===== src/rtl/pipe_ctrl.sv =====
// Y86-64 pipeline controller: load/use, ret and mispredict hazard control,
// exception containment, flush/run/stop sequencing and saturating perf counters.
module pipe_ctrl #(
  parameter int FLUSH_CYCLES = 5,
  parameter int CNT_W        = 32
) (
  input  logic             clk_i,
  input  logic             rst_n_i,
  input  logic [3:0]       D_icode_i,
  input  logic [3:0]       d_srcA_i,
  input  logic [3:0]       d_srcB_i,
  input  logic [3:0]       E_icode_i,
  input  logic [3:0]       E_dstM_i,
  input  logic             e_cnd_i,
  input  logic [3:0]       M_icode_i,
  input  logic [2:0]       m_stat_i,
  input  logic [2:0]       W_stat_i,
  output logic             F_stall_o,
  output logic             F_bubble_o,
  output logic             D_stall_o,
  output logic             D_bubble_o,
  output logic             E_stall_o,
  output logic             E_bubble_o,
  output logic             M_stall_o,
  output logic             M_bubble_o,
  output logic             W_stall_o,
  output logic             W_bubble_o,
  output logic             halted_o,
  output logic [2:0]       cpu_stat_o,
  output logic [CNT_W-1:0] cycle_cnt_o,
  output logic [CNT_W-1:0] luse_cnt_o,
  output logic [CNT_W-1:0] misp_cnt_o,
  output logic [CNT_W-1:0] ret_cnt_o
);

  localparam logic [3:0] I_MRMOVQ = 4'h5;
  localparam logic [3:0] I_JXX    = 4'h7;
  localparam logic [3:0] I_RET    = 4'h9;
  localparam logic [3:0] I_POPQ   = 4'hB;
  localparam logic [3:0] R_NONE   = 4'hF;
  localparam logic [2:0] S_AOK    = 3'd1;
  localparam logic [2:0] S_HLT    = 3'd2;
  localparam logic [2:0] S_ADR    = 3'd3;
  localparam logic [2:0] S_INS    = 3'd4;

  typedef enum logic [1:0] {ST_FLUSH, ST_RUN, ST_STOP} state_t;

  // A zero-length flush makes RUN the reset state itself.
  localparam state_t RST_STATE = (FLUSH_CYCLES == 0) ? ST_RUN : ST_FLUSH;
  localparam int FC_W = (FLUSH_CYCLES > 1) ? $clog2(FLUSH_CYCLES) : 1;
  localparam logic [FC_W-1:0] FC_LAST = FC_W'((FLUSH_CYCLES > 0) ? FLUSH_CYCLES - 1 : 0);

  state_t          state, next_state;
  logic [FC_W-1:0] flush_cnt;
  logic            luse, retp, misp, exc_m, exc_w, run;

  assign luse  = ((E_icode_i == I_MRMOVQ) || (E_icode_i == I_POPQ)) &&
                 (E_dstM_i != R_NONE) &&
                 ((E_dstM_i == d_srcA_i) || (E_dstM_i == d_srcB_i));
  assign retp  = (D_icode_i == I_RET) || (E_icode_i == I_RET) || (M_icode_i == I_RET);
  assign misp  = (E_icode_i == I_JXX) && !e_cnd_i;
  assign exc_m = (m_stat_i == S_HLT) || (m_stat_i == S_ADR) || (m_stat_i == S_INS);
  assign exc_w = (W_stat_i == S_HLT) || (W_stat_i == S_ADR) || (W_stat_i == S_INS);
  assign run   = (state == ST_RUN);

  // NOTE: sequential state uses non-blocking assignments so every flop samples
  // pre-edge values regardless of the order the blocks are evaluated.
  always_ff @(posedge clk_i or negedge rst_n_i) begin
    if (!rst_n_i) begin
      state     <= RST_STATE;
      flush_cnt <= '0;
    end else begin
      state     <= next_state;
      flush_cnt <= (state == ST_FLUSH) ? flush_cnt + FC_W'(1) : '0;
    end
  end

  always_comb begin
    next_state = state;
    case (state)
      ST_FLUSH: if (flush_cnt == FC_LAST) next_state = ST_RUN;
      ST_RUN:   if (exc_w) next_state = ST_STOP;
      ST_STOP:  next_state = ST_STOP;
      default:  next_state = RST_STATE;
    endcase
  end

  // NOTE: every output gets a default before the case so no latch is inferred.
  always_comb begin
    F_stall_o  = 1'b0;
    F_bubble_o = 1'b0;
    D_stall_o  = 1'b0;
    D_bubble_o = 1'b0;
    E_stall_o  = 1'b0;
    E_bubble_o = 1'b0;
    M_stall_o  = 1'b0;
    M_bubble_o = 1'b0;
    W_stall_o  = 1'b0;
    W_bubble_o = 1'b0;
    case (state)
      ST_FLUSH: begin
        D_bubble_o = 1'b1;
        E_bubble_o = 1'b1;
        M_bubble_o = 1'b1;
        W_bubble_o = 1'b1;
      end
      ST_RUN: begin
        F_stall_o  = luse | retp;
        D_stall_o  = luse;
        D_bubble_o = misp | (!luse & retp);
        E_bubble_o = misp | luse;
        M_bubble_o = exc_m | exc_w;
        W_stall_o  = exc_w;
      end
      ST_STOP: begin
        F_stall_o = 1'b1;
        D_stall_o = 1'b1;
        E_stall_o = 1'b1;
        M_stall_o = 1'b1;
        W_stall_o = 1'b1;
      end
      default: ;
    endcase
  end

  // Final status is captured from writeback only; memory-stage faults may still be squashed.
  always_ff @(posedge clk_i or negedge rst_n_i) begin
    if (!rst_n_i) begin
      halted_o   <= 1'b0;
      cpu_stat_o <= S_AOK;
    end else if (run && exc_w) begin
      halted_o   <= 1'b1;
      cpu_stat_o <= W_stat_i;
    end
  end

  always_ff @(posedge clk_i or negedge rst_n_i) begin
    if (!rst_n_i) begin
      cycle_cnt_o <= '0;
      luse_cnt_o  <= '0;
      misp_cnt_o  <= '0;
      ret_cnt_o   <= '0;
    end else if (run) begin
      if (cycle_cnt_o != '1)                 cycle_cnt_o <= cycle_cnt_o + CNT_W'(1);
      if (luse && (luse_cnt_o != '1))         luse_cnt_o  <= luse_cnt_o + CNT_W'(1);
      if (misp && (misp_cnt_o != '1))         misp_cnt_o  <= misp_cnt_o + CNT_W'(1);
      if (retp && !luse && (ret_cnt_o != '1)) ret_cnt_o   <= ret_cnt_o + CNT_W'(1);
    end
  end

endmodule


===== config.mk =====
export PLATFORM = sky130hd
export DESIGN_NAME = pipe_ctrl
export DESIGN_NICKNAME = d
export VERILOG_FILES = /design/src/rtl/pipe_ctrl.sv
export SDC_FILE = /design/constraint.sdc
export NUM_CORES = 1
export LEC_CHECK = 0
export CAP_MARGIN = 20
export CORE_MARGIN = 3
export CORE_UTILIZATION = 35
export CTS_CLUSTER_DIAMETER = 40
export DETAILED_ROUTE_END_ITERATION = 12
export HOLD_SLACK_MARGIN = 0.03
export PLACE_DENSITY = 0.73
export SLEW_MARGIN = 20
export SYNTH_ARGS = -nofsm -noshare
export SYNTH_HDL_FRONTEND = slang
export SYNTH_SLANG_ARGS = --single-unit

===== constraint.sdc =====
create_clock -name clk_i -period 2 [get_ports clk_i]
set_input_delay 0.4 -clock clk_i [delete_from_list [all_inputs] [get_ports clk_i]]
set_output_delay 0.4 -clock clk_i [all_outputs]
set_load 0.03 [all_outputs]

; Yosys cells after proc, flatten, opt, wreduce, memory -nomap -nowiden
; Cells that the tools add are included.
[totals]
output_inout_bits = 142
inputBits = 33
wordCells = 78
reg_bits = 137
[classes]
bitwise_logic = 5
n_mux = 12
reduce_logical = 24
n_addsub = 5
n_eq_ne = 24
[op_table]
columns = operator, n
row1 = 32-bit by 1-bit adder with 32-bit output (second input constant), 4
row2 = 32-bit inequality test (second input constant), 4
row3 = 4-bit == test (second input constant), 4
row4 = 3-bit by 2-bit == test with 1-bit output (second input constant), 4
row5 = 1-bit case mux with 2 select lines, 6
row6 = 2-bit AND reduction, 5
row7 = 3-bit == test (second input constant), 3
row8 = 4-bit by 3-bit == test with 1-bit output (second input constant), 2
row9 = 4-bit == test, 2
row10 = 1-bit logical AND, 8
row11 = 1-bit logical OR, 8
row12 = 2-bit case mux with 3 select lines, 1
row13 = 2-bit two-way mux, 2
row14 = 4-bit inequality test (second input constant), 1
row15 = 1-bit bitwise OR, 4
row16 = 3-bit by 1-bit adder with 3-bit output (second input constant), 1
row17 = 3-bit two-way mux, 1
row18 = 2-bit by 1-bit == test with 1-bit output (second input constant), 1
row19 = 2-bit == test (second input constant), 1
row20 = 1-bit zero test, 2
row21 = 2-bit zero test, 1
row22 = 1-bit two-way mux, 2
row23 = 2-bit by 1-bit inequality test with 1-bit output (second input constant), 1
row24 = 2-bit inequality test (second input constant), 1
row25 = 1-bit AND, 1

; Longest topological paths before layout
[depth]
word_depth = 8
ltp_mapped = 8
mapped_depth_nobuf = 7

; Worst setup path before layout
; Ideal clock, no wire load.
[synth_timing]
path_type = input -> output
from = in E_icode_i[1]
to = out F_stall_o
required_ps = 1600
setup_slack_ps = -566
arrival_ps = 2166
cell_stages = 5
path_buffers = 0
path_cell_list = or3b_2 a21oi_1 o211a_1 o21ai_0 a21boi_0
[synth_via]
elab_chain_cells = 6
elab_cells_between_ends = 10
classes_between = 3 x eq/ne / 1 x mux / 1 x bitwise / 5 x reduce/logical
[synth_lines]
columns = element, line
row1 = from (decl), 12  ; input logic [3:0] E_icode_i,
row2 = 4-bit by 3-bit == test with 1-bit output or 4-bit == test (tied branches), 57  ; assign luse = ((E_icode_i == I_MRMOVQ) || (E_icode_i == I_POPQ)) &&
row3 = 1-bit logical OR, 57
row4 = 1-bit logical AND, 57
row5 = 1-bit logical AND, 58  ; (E_dstM_i != R_NONE) &&
row6 = 1-bit bitwise OR *, 108  ; F_stall_o = luse | retp;
row7 = 1-bit case mux with 2 select lines *, 100  ; case (state)
row8 = to (decl), 18  ; output logic F_stall_o,
; Every way passes the cells marked *; elsewhere a longest branch is shown, timed or not.

; Worst setup path after layout
[layout_timing]
from = in D_icode_i[2]
to = out D_bubble_o
[layout_via]
elab_chain_cells = 6
[layout_lines]
columns = element, line
row1 = from (decl), 9  ; input logic [3:0] D_icode_i,
row2 = 4-bit == test, 60  ; assign retp = (D_icode_i == I_RET) || (E_icode_i == I_RET) || (M_icode_i == I_RET);
row3 = 1-bit logical OR (2 in a row), 60
row4 = 1-bit AND, 110  ; D_bubble_o = misp | (!luse & retp);
row5 = 1-bit bitwise OR, 110
row6 = 1-bit case mux with 2 select lines, 100
row7 = to (decl), 21  ; output logic D_bubble_o,
; No other way between the ends.

==> reports/qor.yml <==
status:
  outcome: "finished with violations"
  violations: "setup timing"
power_and_ir_drop:
  power_mw: 8.41
  power.density_nw_per_um2: 754
  ir_drop_uv: 605
  p_leak_nw: 5.58
critical_path:
  r2r_slack_ns: -0.19
  crit_fanout: 5
  critical_path_buf_inv_count: 3
  r2r-end: "ret_cnt_o[24]"
  critPathSlowestCell: "clkdlybuf4s50_1"
  reg2regPathDepth: 6
  cp_top_family: "buffers and inverters"
  cp_slowest_stage_delay_ns: 0.47
  arrival_ns: 1.81
  worstSetupPathType: "input port to output pin"
  cp-end-kind: "output pin"
  reg2reg_from: "ret_cnt_o[11]"
  crit_path_start_kind: "input port"
  crit_path_cell_trace: "clkdlybuf4s50_1 -> nor4bb_2 -> or3_4 -> nand2_4 -> buf_8 -> o21ai_4 -> buf_6"
  required_ns: 1.60
placement:
  placedCellCount: 1130
  port_buffers: 173
  gp_congestion: 0.838
  place_area_um2: 9730
  detailed_place_hpwl_um: 13800
  post-place-ws_ns: -0.819
synthesis:
  yosys_warnings: 0
  synth_top_flop_cell: "dfrtp_1"
  syn_area_um2: 6690
  ys_types: 53
  ys_async_sr_fraction_pct: 100
  synth-edff-count: 0
  synthCells: 624
  synth_seq_cells: 137
  syn_nets: 666
  synth_top_cell_area_share_pct: 50.9
  syn_avg_cell_area_um2: 10.7
  synth-seq-area-share_pct: 51.3
  synth_area_leader_cell: "dfrtp_1"
  ys_top_cells_by_area: "dfrtp_1 51%, xnor2_1 12%, xor2_1 4.6%, nand3_1 4.4%, nand4_1 4.3%"
sta:
  fin_crit_ns: 2.21
  finalCritPeriodShare_pct: 110
  finClkSkew_ns: 0.00951
  slew_violations: 0
  setup_viol: 16
  hold_viol: 0
  hold_ws_ns: 0.462
  grt_setup_unrepaired: "true"
  max_freq_ghz: 0.453
  fin_setup_tns_ns: -1.50
  worst_slack_ns: -0.209
route:
  postRouteAntennaNets: 0
  drt_wl_total_um: 19500
  drt_iter0_drc: 270
  num_vias: 6018
  drc: 0
  dr.pass1.iters: 4
  routedWlPerCell_um: 16.4
  via_per_inst: 5.06
clock_network:
  clockBufferDepth: 2
  clock_sinks: 137
  cts_root_buf: "clkbuf_16"
  cts_buffers: 17
  path_clk_slew_ns: 0.06
  worstSkewPairLatency_ns: 0.42
  cts_tree: "done"
  cts_max_level: 4
global_routing:
  first_global_vias: 5999
  antenna_found_initial: 0
  grt_max_degree: 42
  overflow: 0
  grt.total_usage_pct: 18.3
  grt_pass1_wl_um: 30500
finish:
  post-route-util_pct: 60.7
  drive_gt1_share_pct: 33.6
  fill_cells: 1494
  stdcell_count: 1190
  n_antenna_cell: 0
  synthToLayoutAreaGrowth_pct: 66.8
  fin_area_um2: 11200
  nets: 990
floorplanning:
  die_y_um: 144
  initial_core_util_pct: 36.4
  dieWidth_um: 144
  dieArea_um2: 20800
  rows: 49
  ios: 175
  fp.coreArea_um2: 18400
job:
  maxCapViolations: 0
min_path:
  hold_class: "input port to async pin"
## per-layer routing
| layer | vias up | share of wire (%) | global-route usage (%) |
|---|---|---|---|
| li1 | 2891 | - | - |
| met2 | 161 | 52 | 31.5 |
| met5 | - | 0 | 0 |
| met4 | 0 | 1.3 | 5.35 |
| met1 | 2944 | 42 | 23.4 |
| met3 | 22 | 4.6 | 3.90 |
## cell usage in the layout, fill, tap and decap left out, drive strengths merged, types with 3 or more instances in the layout
| cell | instances |
|---|---|
| a21oi | 10 |
| o21ai | 5 |
| mux2 | 6 |
| dlygate4sd2 | 21 |
| nand3b | 3 |
| and4 | 16 |
| nor2 | 25 |
| clkinvlp | 3 |
| or2 | 3 |
| nand4 | 47 |
| bufinv | 3 |
| dfrtp | 136 |
| and2 | 10 |
| xnor2 | 95 |
| a21boi | 4 |
| clkdlybuf4s15 | 6 |
| inv | 13 |
| xor2 | 35 |
| nor3 | 17 |
| nand3 | 60 |
| clkbuf | 28 |
| nor4bb | 4 |
| nand2 | 48 |
| clkinv | 5 |
| nand2b | 3 |
| buf | 153 |
| ha | 9 |
| and3 | 23 |
| dlymetal6s2s | 45 |
| clkdlybuf4s50 | 82 |
| nor4 | 17 |
## layout make-up
type / instances / area (um2) / share of cell area (%)
multi-input cells: 464 / 3740 / 33.5
flip-flops and latches: 137 / 3480 / 31.2
repair buffers: 315 / 3010 / 27.0
clock buffers: 21 / 450 / 4.04
well taps: 229 / 287 / 2.57
clock inverters: 11 / 149 / 1.33
inverters: 13 / 48.8 / 0.437
## worst register-to-register path: cells and delay by family (launching register included)
family | cells | cell delay (ns)
and+or+nand+nor | 5 | 1.54
DFF | 1 | 0.37
xor gates and xnor gates | 1 | 0.20
## how the worst max path moves through the flow
| stage | endpoint | cells past startpoint | start | slack [ns] |
|---|---|---|---|---|
| floorplan | ret_cnt_o[24] | 6 | ret_cnt_o[11] | -0.19 |
| global placement | luse_cnt_o[22] | 8 | E_icode_i[1] | -0.79 |
| detailed placement | luse_cnt_o[22] | 8 | E_icode_i[2] | -0.82 |
| CTS | D_bubble_o | 7 | D_icode_i[3] | -0.31 |
| global route | D_stall_o | 7 | state[1] | -0.28 |
| finish | D_bubble_o | 7 | D_icode_i[2] | -0.21 |
## where the power goes
group	internal [mW]	switching (mW)	total, mW
Combinational	1.02	1.10	2.12
Clock	2.00	1.22	3.22
Sequential	2.93	0.142	3.08
## registers in the layout, indices dropped and copies added (netlist names)
register,cells
halted_o,1
ret_cnt_o,32
cycle_cnt_o,32
misp_cnt_o,32
cpu_stat_o,3
flush_cnt,3
luse_cnt_o,32
state,2
## cell families after synthesis
| group | Yosys count | synth area share, % |
|---|---|---|
| compound gates | 30 | 3.01 |
| fa+ha+maj | 9 | 1.68 |
| flops | 137 | 51.3 |
| xor+xnor | 130 | 17.0 |
| buf+inv | 23 | 1.42 |
| other cells | 1 | 0.0561 |
| simple gates | 287 | 24.4 |
| mux | 7 | 1.16 |
## synthesized netlist by cell type, drive strengths merged (3+ instances only)
master / number
nor3: 17
buf: 4
a21boi: 4
and3: 23
nor4bb: 4
clkbuf: 6
mux2: 6
a21oi: 10
o21ai: 5
nand3: 60
xnor2: 95
nor4: 17
nand2: 48
nor2: 25
ha: 9
nand3b: 3
nand4: 47
nand2b: 3
or2: 3
inv: 13
dfrtp: 136
xor2: 35
and4: 16
and2: 10
## timing repair
| action | in CTS | in global routing |
|---|---|---|
| setup endpoints to repair | 99 | 113 |
| gates resized for setup | 113 | 119 |
| pin swaps | 30 | 36 |
| gates cloned | 0 | 1 |
| setup buffers | 11 | 15 |
| hold endpoints to repair | 33 | 0 |
| hold buffers | 1 | 0 |
No activity file was read; power rests on OpenSTA's default activity.
